$ cat config.mk
export PLATFORM = sky130hd
export DESIGN_NAME = ram_port_arbiter
export DESIGN_NICKNAME = d
export VERILOG_FILES = /design/src/rtl/ram_port_arbiter.sv
export SDC_FILE = /design/constraint.sdc
export NUM_CORES = 1
export LEC_CHECK = 0
export CELL_PAD_IN_SITES_DETAIL_PLACEMENT = 1
export CELL_PAD_IN_SITES_GLOBAL_PLACEMENT = 2
export CORE_MARGIN = 1.5
export CORE_UTILIZATION = 28
export CTS_BUF_LIST = sky130_fd_sc_hd__clkbuf_16
export CTS_CLUSTER_SIZE = 14
export DETAILED_ROUTE_END_ITERATION = 8
export PLACE_DENSITY = 0.78
export RECOVER_POWER = 100
export SLEW_MARGIN = 20
export SYNTH_ARGS = -nofsm -noshare
export SYNTH_HDL_FRONTEND = slang
export SYNTH_SLANG_ARGS = --single-unit
$ cat constraint.sdc
create_clock -name clk -period 2.9 [get_ports clk]
set_input_delay 0.58 -clock clk [delete_from_list [all_inputs] [get_ports clk]]
set_output_delay 0.58 -clock clk [all_outputs]
set_load 0.01 [all_outputs]
$ cat src/rtl/ram_port_arbiter.sv
// Arbitrates the data-RAM port between the CPU load/store path and a FIFO-buffered debug loader stream.
// Optional feature macro: ARB_ADDR_CHECK_EN (restricts loader writes to the DBG_BASE/DBG_SIZE window).
module ram_port_arbiter #(
    parameter int          ADDR_W     = 32,
    parameter int          DATA_W     = 32,
    parameter int          FIFO_DEPTH = 4,
    parameter logic [31:0] DBG_BASE   = 32'h1000_0000,
    parameter logic [31:0] DBG_SIZE   = 32'h0000_4000
) (
    input  logic              clk,
    input  logic              rst,
    input  logic              cpu_req_i,
    input  logic              cpu_we_i,
    input  logic [ADDR_W-1:0] cpu_addr_i,
    input  logic [DATA_W-1:0] cpu_wdata_i,
    output logic              cpu_gnt_o,
    output logic [DATA_W-1:0] cpu_rdata_o,
    output logic              cpu_rvalid_o,
    output logic              hold_o,
    input  logic              dbg_en_i,
    input  logic              dbg_wr_i,
    input  logic [ADDR_W-1:0] dbg_addr_i,
    input  logic [DATA_W-1:0] dbg_data_i,
    output logic              dbg_full_o,
    output logic              dbg_ovf_o,
    output logic              dbg_err_o,
    output logic              ram_ce_o,
    output logic              ram_we_o,
    output logic [ADDR_W-1:0] ram_addr_o,
    output logic [DATA_W-1:0] ram_wdata_o,
    input  logic [DATA_W-1:0] ram_rdata_i
);

    localparam int IDX_W = $clog2(FIFO_DEPTH);
    localparam int PTR_W = IDX_W + 1;

    typedef enum logic [0:0] {S_CPU = 1'b0, S_DBG = 1'b1} state_t;

    state_t            state_r;
    logic              hold_r;
    logic              rvalid_r;
    logic              ovf_r;
    logic              dbg_en_q_r;
    logic [PTR_W-1:0]  wr_ptr_r;
    logic [PTR_W-1:0]  rd_ptr_r;
    logic [ADDR_W-1:0] fifo_addr_r [FIFO_DEPTH];
    logic [DATA_W-1:0] fifo_data_r [FIFO_DEPTH];

    logic [PTR_W-1:0]  count_s;
    logic              empty_s;
    logic              full_s;
    logic              cpu_phase_s;
    logic              gnt_s;
    logic              pop_s;
    logic              push_s;
    logic              drop_full_s;
    logic              in_win_s;
    logic              en_rise_s;

    assign count_s     = wr_ptr_r - rd_ptr_r;
    assign empty_s     = (wr_ptr_r == rd_ptr_r);
    assign full_s      = (wr_ptr_r[PTR_W-1] != rd_ptr_r[PTR_W-1]) &&
                         (wr_ptr_r[PTR_W-2:0] == rd_ptr_r[PTR_W-2:0]);
    // hold_r is still set in the first cycle after reset, which keeps the CPU out until the first clock
    assign cpu_phase_s = (state_r == S_CPU) && !hold_r;
    assign gnt_s       = cpu_phase_s && cpu_req_i;
    assign en_rise_s   = dbg_en_i && !dbg_en_q_r;
    assign push_s      = dbg_wr_i && in_win_s && (!full_s || pop_s);
    assign drop_full_s = dbg_wr_i && in_win_s && full_s && !pop_s;

`ifdef ARB_ADDR_CHECK_EN
    logic [ADDR_W:0] win_lo_s;
    logic [ADDR_W:0] win_hi_s;
    logic            err_r;

    // One extra bit so BASE+SIZE cannot wrap around the address space
    assign win_lo_s  = {1'b0, ADDR_W'(DBG_BASE)};
    assign win_hi_s  = win_lo_s + {1'b0, ADDR_W'(DBG_SIZE)};
    assign in_win_s  = ({1'b0, dbg_addr_i} >= win_lo_s) && ({1'b0, dbg_addr_i} < win_hi_s);
    assign dbg_err_o = err_r;

    // Sticky out-of-window flag, cleared on each new debug session
    always_ff @(posedge clk or negedge rst) begin
        if (!rst) begin
            err_r <= 1'b0;
        end else if (dbg_wr_i && !in_win_s) begin
            err_r <= 1'b1;
        end else if (en_rise_s) begin
            err_r <= 1'b0;
        end else begin
            err_r <= err_r;
        end
    end
`else
    logic unused_cfg_s;

    assign unused_cfg_s = ^{DBG_BASE, DBG_SIZE};
    assign in_win_s     = 1'b1;
    assign dbg_err_o    = 1'b0;
`endif

    // Pop decision: debug mode drains every cycle, CPU mode only uses idle slots
    always_comb begin
        pop_s = 1'b0;
        if (state_r == S_DBG) begin
            pop_s = !empty_s;
        end else if (cpu_phase_s) begin
            pop_s = !cpu_req_i && !empty_s;
        end else begin
            pop_s = 1'b0;
        end
    end

    // RAM port mux; idle cycles drive zeros
    always_comb begin
        ram_ce_o    = 1'b0;
        ram_we_o    = 1'b0;
        ram_addr_o  = {ADDR_W{1'b0}};
        ram_wdata_o = {DATA_W{1'b0}};
        if (gnt_s) begin
            ram_ce_o    = 1'b1;
            ram_we_o    = cpu_we_i;
            ram_addr_o  = cpu_addr_i;
            ram_wdata_o = cpu_wdata_i;
        end else if (pop_s) begin
            ram_ce_o    = 1'b1;
            ram_we_o    = 1'b1;
            ram_addr_o  = fifo_addr_r[rd_ptr_r[IDX_W-1:0]];
            ram_wdata_o = fifo_data_r[rd_ptr_r[IDX_W-1:0]];
        end else begin
            ram_ce_o    = 1'b0;
        end
    end

    // Port ownership FSM; hold_r mirrors the next state so the stall is registered
    always_ff @(posedge clk or negedge rst) begin
        if (!rst) begin
            state_r <= S_CPU;
            hold_r  <= 1'b1;
        end else begin
            case (state_r)
                S_CPU: begin
                    if (dbg_en_i || (full_s && cpu_req_i)) begin
                        state_r <= S_DBG;
                        hold_r  <= 1'b1;
                    end else begin
                        state_r <= S_CPU;
                        hold_r  <= 1'b0;
                    end
                end
                S_DBG: begin
                    if (!dbg_en_i && (count_s <= PTR_W'(1))) begin
                        state_r <= S_CPU;
                        hold_r  <= 1'b0;
                    end else begin
                        state_r <= S_DBG;
                        hold_r  <= 1'b1;
                    end
                end
                default: begin
                    state_r <= S_CPU;
                    hold_r  <= 1'b1;
                end
            endcase
        end
    end

    // Loader word FIFO storage and pointers
    always_ff @(posedge clk or negedge rst) begin
        if (!rst) begin
            wr_ptr_r <= {PTR_W{1'b0}};
            rd_ptr_r <= {PTR_W{1'b0}};
            for (int i = 0; i < FIFO_DEPTH; i++) begin
                fifo_addr_r[i] <= {ADDR_W{1'b0}};
                fifo_data_r[i] <= {DATA_W{1'b0}};
            end
        end else begin
            if (push_s) begin
                fifo_addr_r[wr_ptr_r[IDX_W-1:0]] <= dbg_addr_i;
                fifo_data_r[wr_ptr_r[IDX_W-1:0]] <= dbg_data_i;
                wr_ptr_r <= wr_ptr_r + PTR_W'(1);
            end
            if (pop_s) begin
                rd_ptr_r <= rd_ptr_r + PTR_W'(1);
            end
        end
    end

    // Read-valid pipeline, overflow flag and debug-enable edge detector
    always_ff @(posedge clk or negedge rst) begin
        if (!rst) begin
            rvalid_r   <= 1'b0;
            ovf_r      <= 1'b0;
            dbg_en_q_r <= 1'b0;
        end else begin
            rvalid_r   <= gnt_s && !cpu_we_i;
            dbg_en_q_r <= dbg_en_i;
            if (drop_full_s) begin
                ovf_r <= 1'b1;
            end else if (en_rise_s) begin
                ovf_r <= 1'b0;
            end else begin
                ovf_r <= ovf_r;
            end
        end
    end

    assign cpu_gnt_o    = gnt_s;
    assign cpu_rvalid_o = rvalid_r;
    assign cpu_rdata_o  = rvalid_r ? ram_rdata_i : {DATA_W{1'b0}};
    assign hold_o       = hold_r;
    assign dbg_full_o   = full_s;
    assign dbg_ovf_o    = ovf_r;

endmodule
# Yosys cells after proc, flatten, opt, wreduce, memory -nomap -nowiden

Cells that the tools add are included.

Bits in registers: 267
Output and inout port bits: 104

Reductions and logical operators: 23
$add $sub $neg: 3
Magnitude comparators: 4
Mux-type cells: 25
Bitwise logic cells: 3
Eq/ne operators: 3

Operators with widths:

| cell                | number |
|---|---|
| $mux 32             | 10 |
| $bwmux 128          | 2 |
| $bmux 32 s2         | 2 |
| $demux 32 s2        | 1 |
| $logic_and 1x1->1   | 12 |
| $mux 1              | 9 |
| $logic_not 1->1     | 8 |
| $add 3x1->3 const B | 2 |
| $ge 3x3->1 const B  | 2 |
| $not 2->3           | 2 |
| $eq 3x3->1          | 1 |
| $le 3x1->1 const B  | 1 |
| $lt 3x1->1 const B  | 1 |
| $sub 3x3->3         | 1 |
| $eq 2x2->1          | 1 |
| $logic_or 1x1->1    | 2 |
| $pmux 1 s2          | 1 |
| $reduce_bool 2->1   | 1 |
| $ne 1x1->1          | 1 |
| $not 1->1           | 1 |

# Depth between registers and ports, before layout

Depth in word-level cells: 8
Gate-level depth with buffers: 10
Mapped depth without buffers: 5

# Worst setup path before layout

No wires, ideal clock.

Path type: reg2out
From: reg rd_ptr_r[1]
To: out ram_addr_o[10]
Path slack: -297 ps
Data required time: 2320 ps
Path buffers: 5
Arrival: 2617 ps
Stages on the path, launching flop included: 11
Cells stage by stage: dfrtp_1 clkbuf_1 clkbuf_1 inv_1 ha_1 and2_0 clkbuf_1 a21oi_1 buf_2 buf_4 a22o_1

Word-level cells in the longest chain between the ends: 7
Elaborated cells between the ends (all ways): 11

RTL lines:

| what                     | line     | RTL |
|---|---|---|
| start: declaration       | 45       | `logic [PTR_W-1:0] rd_ptr_r;` |
| start signal: assignment | 172      | `rd_ptr_r <= {PTR_W{1'b0}};` |
| start signal: assignment | 184      | `rd_ptr_r <= rd_ptr_r + PTR_W'(1);` |
| $eq 3x3->1               | 61       | `assign empty_s = (wr_ptr_r == rd_ptr_r);` |
| $logic_not 1->1          | 106, 108 |  |
| $logic_and 1x1->1        | 108      | `pop_s = !cpu_req_i && !empty_s;` |
| $mux 1                   | 107      | `end else if (cpu_phase_s) begin` |
| $mux 1                   | 105      | `if (state_r == S_DBG) begin` |
| $mux 32 *                | 125      | `end else if (pop_s) begin` |
| $mux 32 *                | 120      | `if (gnt_s) begin` |
| end: declaration         | 29       | `output logic [ADDR_W-1:0] ram_addr_o,` |

Mark *: on every way between the ends. The rest lies on a longest branch, timed or not. The select of a mux whose other input is x is not followed.

# Worst setup path in the final report

From: reg rd_ptr_r[0]
To: out ram_addr_o[6]

The elaborated chain is that of the path after synthesis.

==> metrics.csv <==
stage;metric;value;unit
run_status;outcome;finished with violations;
run_status;violations;capacitance limit, slew limit, setup timing;
logic_synthesis;yosys.area_share.simple;2.06;%
worst_setup_path;crit_type;reg2out;
layout;layout_commonest_cell;dfrtp_1;
die;core;46400;sq um
clock_tree;hold_buffers;0;
sta;final.period_utilization;101;%
die;placementRows;79;
worst_setup_path;crit_required;2.32;ns
pwr;max-vdd-ir-drop;0.000562;V
detailed_routing;drtIter0Drc;275;
sta;setup_slack;-0.0284;ns
logic_synthesis;synth_fa_ha_area_share;0.823;%
clock_tree;htree_levels;2;
die;design.die.area;48000;sq um
logic_synthesis;synth_compound_area_share;5.37;%
logic_synthesis;synth_top_family_by_area;multiplexers;
die;start_util;28.2;%
detailed_routing;wire_per_inst;21.1;um
die;die_h;219;um
pwr;p_total;22300;uW
worst_hold_path;hold_path.class;reg2reg;
clock_tree;clk_latency;0.55;ns
layout;postLayoutCoreUtil;38.5;%
placed_design;routabilityCongestion;0.694;
sta;fmax;341;MHz
worst_setup_path;crit_path_max_fanout;6;
sta;rsz0062_at_grt;yes;
worst_setup_path;path_common_cell;buf_12;
logic_synthesis;synth_edf_count;0;
die;die_w;219;um
worst_setup_path;cp-start-kind;flop;
sta;tns;-0.0355;ns
layout;antenna_cells;0;
placed_design;post-dp-hpwl;22600;um
logic_synthesis;synth_warnings;0;
global_routing;antenna_found_initial;2;
detailed_routing;finalWirelength;36400;um
detailed_routing;drc;0;
logic_synthesis;synthFlopType;dfrtp_1;
layout;most-common-layout-cells;dfrtp_1, clkdlybuf4s50_1, mux2_2, mux2_4;
global_routing;grt_pass1_wl;55400;um
sta;fin_crit;2.93;ns
sta;worst_pin_slew;2.28;ns
worst_setup_path;cp_slowest_cell;dfrtp_4;
worst_setup_path;critPathBufInv;4;
worst_setup_path;endpoint_kind;primary output;
logic_synthesis;synth_cell_type_count;38;
detailed_routing;drt-pass1-iter-count;4;
run;maxCapViolations;1;
worst_setup_path;crit_chain;buf_12, buf_16, buf_12, mux4_2, a22o_1, buf_2;
detailed_routing;num_vias;8211;
worst_setup_path;path_delay_family;buffers and inverters;
placed_design;portBuffers;268;
pwr;powerDensity;1250;nW/um^2
clock_tree;clockRootBuffer;clkbuf_16;
pwr;p_leak;0.00763;uW
worst_setup_path;cp_data_arrival_time;2.35;ns
clock_tree;path_clk_slew;0.06;ns
die;io_pins;270;
worst_setup_path;critPathMaxStageDelay;0.55;ns
detailed_routing;vias_per_cell;4.76;
logic_synthesis;synthesis.area;13100;sq um
sta;fin_skew;0.0251;ns
placed_design;dp_slack;-0.191;ns
global_routing;grt_overflow;0;
layout;final_cell_area;17800;sq um
logic_synthesis;synth_xor_area_share;0.612;%
sta;setup_violations;2;
logic_synthesis;ys_seq_elements;267;
sta;drv_slew;81;
logic_synthesis;syn_nets;962;
clock_tree;cts-buffers-inserted;34;
logic_synthesis;synthArstFlopShare;100;%
placed_design;post_dp_cell_area;16600;sq um
clock_tree;cts_buffer_depth;3;
clock_tree;clkSinkCount;267;
layout;area_growth;36.4;%
layout;finalNetCount;1270;
layout;drive_gt1_share;45.5;%
logic_synthesis;seq_area_frac_synth;51.1;%
logic_synthesis;syn_inst;788;
global_routing;grt_pass1_vias;9147;
logic_synthesis;synthMuxAreaShare;36.7;%
global_routing;grt_max_degree;83;
sta;slew_headroom;-51.8;%
sta;hold_viol;0;
global_routing;grt.total_usage;15.1;%
detailed_routing;final_antenna_net_count;0;
logic_synthesis;syn_area_per_cell;16.6;sq um
clock_tree;cts_tree;built;
==> state kept, by name, indices dropped and copies added (netlist names) <==
register / flops
hold_o: 1
fifo_data_r: 128
dbg_en_q_r: 1
fifo_addr_r: 128
cpu_rvalid_o: 1
rd_ptr_r: 3
state_r: 1
dbg_ovf_o: 1
wr_ptr_r: 3
==> report_power, final <==
part | internal, uW | total [uW] | switching, uW
clock | 2320 | 3970 | 1650
combinational | 6930 | 11600 | 4710
sequential | 5660 | 6710 | 1050
total | 14900 | 22300 | 7400
==> timing repair <==
item	in CTS	in global routing
buffers inserted	18	8
endpoints found under the hold margin	0	0
endpoints found under the setup margin	68	47
cloned	6	2
pin swaps	21	25
gates resized for setup	294	18
==> cells in the mapped netlist, drive strengths merged, types with 3 or more instances <==
cell type	count	share of area [%]
a22o	64	4.3
a31oi	4	0.58
and2	33	1.6
buf	38	2.7
clkbuf	21	0.60
dfrtp	266	51
ha	7	0.67
inv	3	0.086
mux2	258	26
mux4	64	11
nand2	5	0.14
xnor2	4	0.27
xor2	3	0.34
==> path summary, 6_finish.rpt <==
kind / end / slack, ns / cells past startpoint / from
max: ram_addr_o[6] / -0.03 / 6 / rd_ptr_r[0]$_DFFE_PN0P_
min: fifo_addr_r[32]$_DFFE_PN0P_ / 0.48 / 1 / fifo_addr_r[32]$_DFFE_PN0P_
max reg2reg: fifo_addr_r[66]$_DFFE_PN0P_ / 0.43 / 9 / rd_ptr_r[1]$_DFFE_PN0P_
min reg2reg: fifo_addr_r[32]$_DFFE_PN0P_ / 0.48 / 1 / fifo_addr_r[32]$_DFFE_PN0P_
max in group asynchronous: fifo_data_r[50]$_DFFE_PN0P_ / 0.43 / 2 / rst
min in group asynchronous: fifo_data_r[6]$_DFFE_PN0P_ / 0.74 / 1 / rst
==> through the flow <==
step                      cells  hold WS (ns)
final                      1726         0.480
after CTS                  1720        0.0713
after detailed placement   1637         0.469
after global placement     1637         0.464
after global routing       1726         0.501
after floorplan             788         0.284
==> kinds of logic (layout without fill, tap and decap cells) <==
logic type,Yosys count,in the layout
DFF,267,267
and+or+nand+nor,45,45
other,1,1
xor gates and xnor gates,7,7
buffers and inverters,62,393
muxes,322,322
adders and majority gates,8,8
AOI/OAI and AO/OA,76,76
==> routing by layer <==
metal	GRT usage, %	wire (um)
met3	3.30	2090
met5	0	22
met1	19.3	15600
met2	25.9	18100
met4	4.06	595
==> final cells by class <==
type	count	area [sq um]
Clock buffer	34	851
Clock inverter	25	185
Fill cell	4741	28500
Inverter	3	11.3
Multi-Input combinational cell	459	6020
Sequential cell	267	6690
Tap cell	607	759
Timing Repair Buffer	331	3330
(Power assumes the default switching activity.)
